## src/rtl/alu_div_sequencer_pkg.sv

```systemverilog
// ---------------------------------------------------------------------------
// alu_div_sequencer_pkg
// Shared definitions for the DIVU/REMU sequencer that drives an external
// ALU16: ALU operation encodings, the sequencer state encoding and the index
// of the last restoring-division iteration.
// ---------------------------------------------------------------------------
package alu_div_sequencer_pkg;

  // ALU16 Op field encodings
  localparam logic [1:0] OP_AND = 2'b00;
  localparam logic [1:0] OP_OR  = 2'b01;
  localparam logic [1:0] OP_ADD = 2'b10;
  localparam logic [1:0] OP_SLT = 2'b11;

  // Sequencer states
  typedef enum logic [1:0] {
    IDLE   = 2'd0,
    CHECK  = 2'd1,
    RUN    = 2'd2,
    FINISH = 2'd3
  } state_t;

  // Counter value of the final shift/subtract iteration (16 iterations)
  localparam int ITER_LAST = 15;

endpackage

```

## src/rtl/alu_div_sequencer.sv

```systemverilog
// ---------------------------------------------------------------------------
// alu_div_sequencer
// Multi-cycle unsigned 16-bit restoring divider that borrows a shared ALU16
// for its compare/subtract work instead of owning a subtractor.
//
// Ports:
//   Clock, Reset            rising-edge clock, asynchronous active-low reset
//   Start                   request pulse, only honoured in IDLE
//   Dividend, Divisor       operands, captured when Start is accepted
//   Busy                    high in CHECK and RUN
//   Done                    one-cycle completion pulse (FINISH)
//   Quotient, Remainder     results, held until the next completion
//   DivByZero               set with a zero divisor, held like the results
//   AluA, AluB, AluAInvert,
//   AluBNegate, AluOp       operand/control drive into ALU16
//   AluResult, AluZero,
//   AluCarryOut             ALU16 results
// ---------------------------------------------------------------------------
module alu_div_sequencer
  import alu_div_sequencer_pkg::*;
#(
  parameter int DATA_W = 16,
  parameter int CNT_W  = 5
) (
  input  logic              Clock,
  input  logic              Reset,
  input  logic              Start,
  input  logic [DATA_W-1:0] Dividend,
  input  logic [DATA_W-1:0] Divisor,
  output logic              Busy,
  output logic              Done,
  output logic [DATA_W-1:0] Quotient,
  output logic [DATA_W-1:0] Remainder,
  output logic              DivByZero,
  output logic [DATA_W-1:0] AluA,
  output logic [DATA_W-1:0] AluB,
  output logic              AluAInvert,
  output logic              AluBNegate,
  output logic [1:0]        AluOp,
  input  logic [DATA_W-1:0] AluResult,
  input  logic              AluZero,
  input  logic              AluCarryOut
);

  state_t            state, state_next;
  logic [DATA_W-1:0] q, d, r;
  logic [CNT_W-1:0]  cnt;
  logic [DATA_W-1:0] trial, q_next, r_next;
  logic              top, ge, last_iter;

  // One restoring step. The shifted partial remainder is 17 bits wide; its
  // top bit is r[DATA_W-1], so r itself only needs DATA_W bits. When that top
  // bit is set the trial value certainly exceeds D and the 16-bit ALU
  // difference is exact because the true difference fits in 16 bits.
  always_comb begin
    trial     = {r[DATA_W-2:0], q[DATA_W-1]};
    top       = r[DATA_W-1];
    ge        = top | AluCarryOut;
    q_next    = {q[DATA_W-2:0], ge};
    r_next    = ge ? AluResult : trial;
    last_iter = (cnt == CNT_W'(ITER_LAST));
  end

  // State register
  always_ff @(posedge Clock or negedge Reset) begin
    if (!Reset) state <= IDLE;
    else        state <= state_next;
  end

  // Next-state logic
  always_comb begin
    state_next = state;
    case (state)
      IDLE:    if (Start) state_next = CHECK;
      CHECK:   state_next = AluZero ? FINISH : RUN;
      RUN:     if (last_iter) state_next = FINISH;
      FINISH:  state_next = IDLE;
      default: state_next = IDLE;
    endcase
  end

  // Output logic: handshake flags and ALU drive decoded from state.
  // CHECK ORs the divisor with zero so AluZero flags a zero divisor; RUN
  // computes trial - D as trial + ~D + 1 so CarryOut means trial >= D.
  always_comb begin
    Busy       = 1'b0;
    Done       = 1'b0;
    AluA       = '0;
    AluB       = '0;
    AluAInvert = 1'b0;
    AluBNegate = 1'b0;
    AluOp      = OP_AND;
    case (state)
      CHECK: begin
        Busy  = 1'b1;
        AluA  = d;
        AluOp = OP_OR;
      end
      RUN: begin
        Busy       = 1'b1;
        AluA       = trial;
        AluB       = d;
        AluBNegate = 1'b1;
        AluOp      = OP_ADD;
      end
      FINISH:  Done = 1'b1;
      default: ;
    endcase
  end

  // Datapath registers. Results are only written on the way into FINISH so
  // they stay stable for the whole of an operation.
  always_ff @(posedge Clock or negedge Reset) begin
    if (!Reset) begin
      q         <= '0;
      d         <= '0;
      r         <= '0;
      cnt       <= '0;
      Quotient  <= '0;
      Remainder <= '0;
      DivByZero <= 1'b0;
    end else begin
      case (state)
        IDLE: begin
          if (Start) begin
            q   <= Dividend;
            d   <= Divisor;
            r   <= '0;
            cnt <= '0;
          end
        end
        CHECK: begin
          if (AluZero) begin
            Quotient  <= '1;
            Remainder <= q;
            DivByZero <= 1'b1;
          end
        end
        RUN: begin
          q   <= q_next;
          r   <= r_next;
          cnt <= cnt + 1'b1;
          if (last_iter) begin
            Quotient  <= q_next;
            Remainder <= r_next;
            DivByZero <= 1'b0;
          end
        end
        default: ;
      endcase
    end
  end

endmodule

```

## config.mk

```make
export PLATFORM = sky130hd
export DESIGN_NAME = alu_div_sequencer
export DESIGN_NICKNAME = d
export VERILOG_FILES = /design/src/rtl/alu_div_sequencer_pkg.sv /design/src/rtl/alu_div_sequencer.sv
export SDC_FILE = /design/constraint.sdc
export NUM_CORES = 1
export LEC_CHECK = 0
export ABC_CLOCK_PERIOD_IN_PS = 2700
export BUFFER_PORTS_ARGS = -buffer_cell sky130_fd_sc_hd__clkbuf_2
export CORE_MARGIN = 1
export CORE_UTILIZATION = 45
export CTS_CLUSTER_SIZE = 14
export DETAILED_ROUTE_END_ITERATION = 12
export HOLD_SLACK_MARGIN = 0.15
export PLACE_DENSITY = 0.7
export SLEW_MARGIN = 25
export SYNTH_ARGS = -nofsm -noshare
export SYNTH_HDL_FRONTEND = slang
export SYNTH_SLANG_ARGS = --single-unit
```

## constraint.sdc

```tcl
create_clock -name Clock -period 2.7 [get_ports Clock]
set_clock_uncertainty 0.15 [all_clocks]
set_input_delay 0.54 -clock Clock [delete_from_list [all_inputs] [get_ports Clock]]
set_output_delay 0.54 -clock Clock [all_outputs]
set_load 0.03 [all_outputs]
```

# Word level (Yosys, flattened, before mapping)
# Index checks and enable logic that the tools add are counted.
# classes
n_addsub	1
eq_ne	7
mux	26
n_bitwise	1
reduce_logical	8
# ops
operator	n
$pmux 16 s2	5
$mux 16	8
$pmux 5 s2	1
$pmux 2 s4	1
$mux 1	6
$ne 2x2->1 const B	3
$reduce_and 2->1	3
$add 5x1->5 const B	1
$eq 5x4->1 const B	1
$mux 5	1
$eq 2x2->1 const B	2
$mux 2	2
$pmux 2 s2	1
$reduce_bool 2->1	2
$reduce_and 3->1	1
$eq 2x1->1 const B	1
$logic_not 2->1	1
$pmux 1 s2	1
$reduce_or 2->1	1
$or 1x1->1	1
# totals
regBits	88
inputBits	53
elab_cells	51

# Logic depth before layout (Yosys ltp)
# logic_depth
depth_word	4
mapped_depth	8

# Worst setup path after synthesis
# No wires, ideal clock.
# synth_timing
kind	register -> output
from	reg state[0]
to	out AluA[12]
arrival_time_ns	1.865
t_required_ns	2.010
path_slack_ns	0.145
path_stages_with_launch	6
n_path_buf	1
path_cell_list	dfrtp_1 > inv_1 > ha_1 > clkbuf_1 > a22oi_1 > nor2b_1
# synth_via
elab_chain_cells	2
word_cells_on_any_way	3
cone_classes	2 x eq/ne; 1 x mux
# synth_lines
item	line	rtl
start, declared	alu_div_sequencer.sv:45	state_t state, state_next;
start signal, assigned	alu_div_sequencer.sv:67	else state <= state_next;
$eq 2x2->1 / $eq 2x1->1 (equally long branches)	alu_div_sequencer.sv:93	case (state)
$pmux 16 s2 (*)	alu_div_sequencer.sv:93	
end, declared	alu_div_sequencer.sv:35	output logic [DATA_W-1:0] AluA,
# Mark *: on every way between the ends. The rest lies on a longest branch, timed or not.

# Final worst setup path
# layout_timing
from	reg state[0]
to	out AluA[3]
# Same word-level chain as after synthesis.

==> summary.txt <==
Synth Flop Type - dfrtp_1
Synth top area share - 49.44%
Synth Register Bits - 88
Starting Density - 47.31%
hold crit path type - input pin to flip-flop
syn avg cell area - 10.22 um^2
Final min period - 2.570 ns
pwr/cell area - 1388 mW/mm^2
Synthesis Warnings - 0
GRT Residual Overflow - 0
Die X-Extent - 101.5 um
Slew @ Worst Pin - 0.7837 ns
vias per inst - 5.399
WP data required - 2.01 ns
Crit path largest cell delay - 0.46 ns
Seq. cell area - 0.002202 mm^2
Nets - 613
initial antenna violation count - 0
hold depth - 2
Num CTS Buffers - 9
CTS tree - built
net count after synthesis - 497
Peak VDD IR - 0.6642 mV
Seq/Total Area, Yosys - 49.44%
CTS H-Tree Depth - 3
Die Ht - 101.5 um
Post-DP HPWL - 8256 um
largest net degree at the start of global routing - 60
Rows - 35
WP depth - 6
area of the multi-input gates - 0.002086 mm^2
Slowest-stage cell, CP - dfrtp_1
final-report hold violation count - 0
All-Layer GR Usage - 24.01%
dpl cells - 667
worst-skew pair later-pin latency - 0.36 ns
leak pwr - 2.570 nW
r2r worst-path depth - 7
Setup crit end kind - output port
WP data arrival - 1.88 ns
Place WS - 0.3360 ns
layout overhead on the synthesized area - 23.65%
Yosys top cell by area - dfrtp_1
crit-path cells - inv_1, ha_4, buf_4, a22oi_1, nor2b_1, clkbuf_2
cell family with most CP delay - buffers and inverters
clk sink count - 88
Filler Cell Count - 824
Pwr Total - 7.647 mW
Post-synth EDFFs - 0
leading post-synthesis cells by cell area - dfrtp_1 (49%), o21ai_0 (7.5%), mux2_2 (6.6%)
DRT Pass-1 Iters - 4
mapped cell area - 0.004454 mm^2
fraction of layout cells with a size suffix above 1 - 34.29%
first-pass GRT wire length - 18870 um
Slew Viols, Final - 0
Crit Path Category - flip-flop to output port
clk slew on worst S/H paths - 0.10 ns
max capacitance violation total - 0
RSZ-0062 raised after global routing - false
CP Max Fanout - 18
Clock Path Buffers - 2
count leader, synth - dfrtp_1
status - finished clean
Cell Count, Final, Fillers Out - 686
I/O Pins - 124
setup tns final - 0 ns
DRC Markers - 0
final setup vio count - 0
Tcrit/Tclk final - 95.20%
Final Wtd Congestion - 0.8366
f_max - 389.0 MHz
Detailed Route WL - 11590 um
Ant. Diodes - 0
Slew HR - 47.75%
list of most frequent post-synthesis cells - dfrtp_1 (88), o21ai_0 (67), nand2_1 (30)
IO buf count - 122
worst path bufs/invs - 3
CP Launch Type - flip-flop
wire length per cell - 16.89 um
die area - 0.01030 mm^2
Unique masters post-synth - 42
Synth async-reset ratio - 100.0%
Cells after Synth - 436
worst setup margin - 0.1295 ns
clock root buffer - clkbuf_8
routed via count - 3704
DRT antenna net count - 0
vias in the first global route - 3580
core area - 0.009415 mm^2
DR iter-0 viols - 197
[cells in the final DEF (no fill, tap or decap), types with 2 or more instances in the layout]
master,netlist,final
clkbuf_2,1,121
dfrtp_1,88,88
o21ai_0,67,67
nand2_1,30,30
nor2_1,27,27
mux2_2,26,26
nor2b_1,18,18
a22oi_1,16,16
and2_1,16,16
buf_4,3,16
mux2i_1,16,15
a22o_1,10,10
inv_1,10,9
a221o_1,9,9
clkbuf_8,0,9
o31ai_1,8,8
nor3b_1,8,8
nand2b_1,7,7
a21boi_0,7,7
o311a_1,7,7
ha_1,8,5
inv_6,0,4
o21ai_1,3,3
nor2_2,2,2
nand3_1,2,2
ha_4,0,2
bufinv_16,0,2
buf_12,0,2
[logic make-up (layout without fill, tap and decap cells)]
group	Yosys count	count (layout)	synth area share [%]
compound gates	135	135	20.14
other cells	1	1	0.08419
buf+inv	47	168	4.635
flops	88	88	49.44
simple gates	114	114	12.98
fa+ha+maj	8	8	2.247
mux	43	43	10.48
[final cells by class]
class	count	area share, %
Clock buffer	9	2.249
Clock inverter	7	1.931
Inverter	11	0.7497
Multi-Input combinational cell	301	37.87
Sequential cell	88	39.98
Tap cell	129	2.930
Timing Repair Buffer	141	14.29
[stage by stage]
stage	hold slack [ns]	util [%]	cell area, um^2
floorplan	0.09441	-	4454
global placement	0.3195	55.48	5224
detailed placement	0.3254	55.48	5224
CTS	0.2464	58.17	5477
global route	0.2489	58.50	5508
finish	0.2572	58.50	5508
[sequential cells by signal, indices dropped and copies added (netlist names)]
register / flops
d: 16
Quotient: 16
Remainder: 16
r: 16
DivByZero: 1
cnt: 5
state: 2
q: 16
[report_power, final]
part	internal [mW]	total, mW	leakage, nW	switching (mW)
sequential	1.94	2.48	1.10	0.544
clock	0.542	1.07	0.117	0.531
combinational	1.54	4.09	1.35	2.55
[timing repair]
item                                    CTS  global route
endpoints found under the setup margin    2            14
gates resized for setup                   2             4
buffers inserted                          0             2
hold endpoints to repair                 51             0
pin swaps                                 0             1
hold buffers                              1             0
[layer usage]
metal	wire length (um)	GRT usage, %	vias up	share of wire [%]
met5	0	0	-	0
met4	119	6.912	0	1.0
met3	752	4.486	14	6.5
met2	5339	37.36	147	46
met1	5373	34.31	1767	46
li1	-	-	1776	-
[worst paths after layout]
check                           slack [ns]            startpoint                       end
worst max-delay path                  0.13  state[0]$_DFFE_PN0P_                   AluA[3]
worst min register to register        0.35    cnt[4]$_DFFE_PN0P_        cnt[4]$_DFFE_PN0P_
worst max register to register        0.35  state[0]$_DFFE_PN0P_  Remainder[9]$_DFFE_PN0P_
worst min-delay path                  0.26           Divisor[10]         d[10]$_DFFE_PN0P_
min in group asynchronous             0.65                 Reset          q[2]$_DFFE_PN0P_
max in group asynchronous             1.11                 Reset      state[1]$_DFFE_PN0P_
Power figures use the tool's default switching activity.
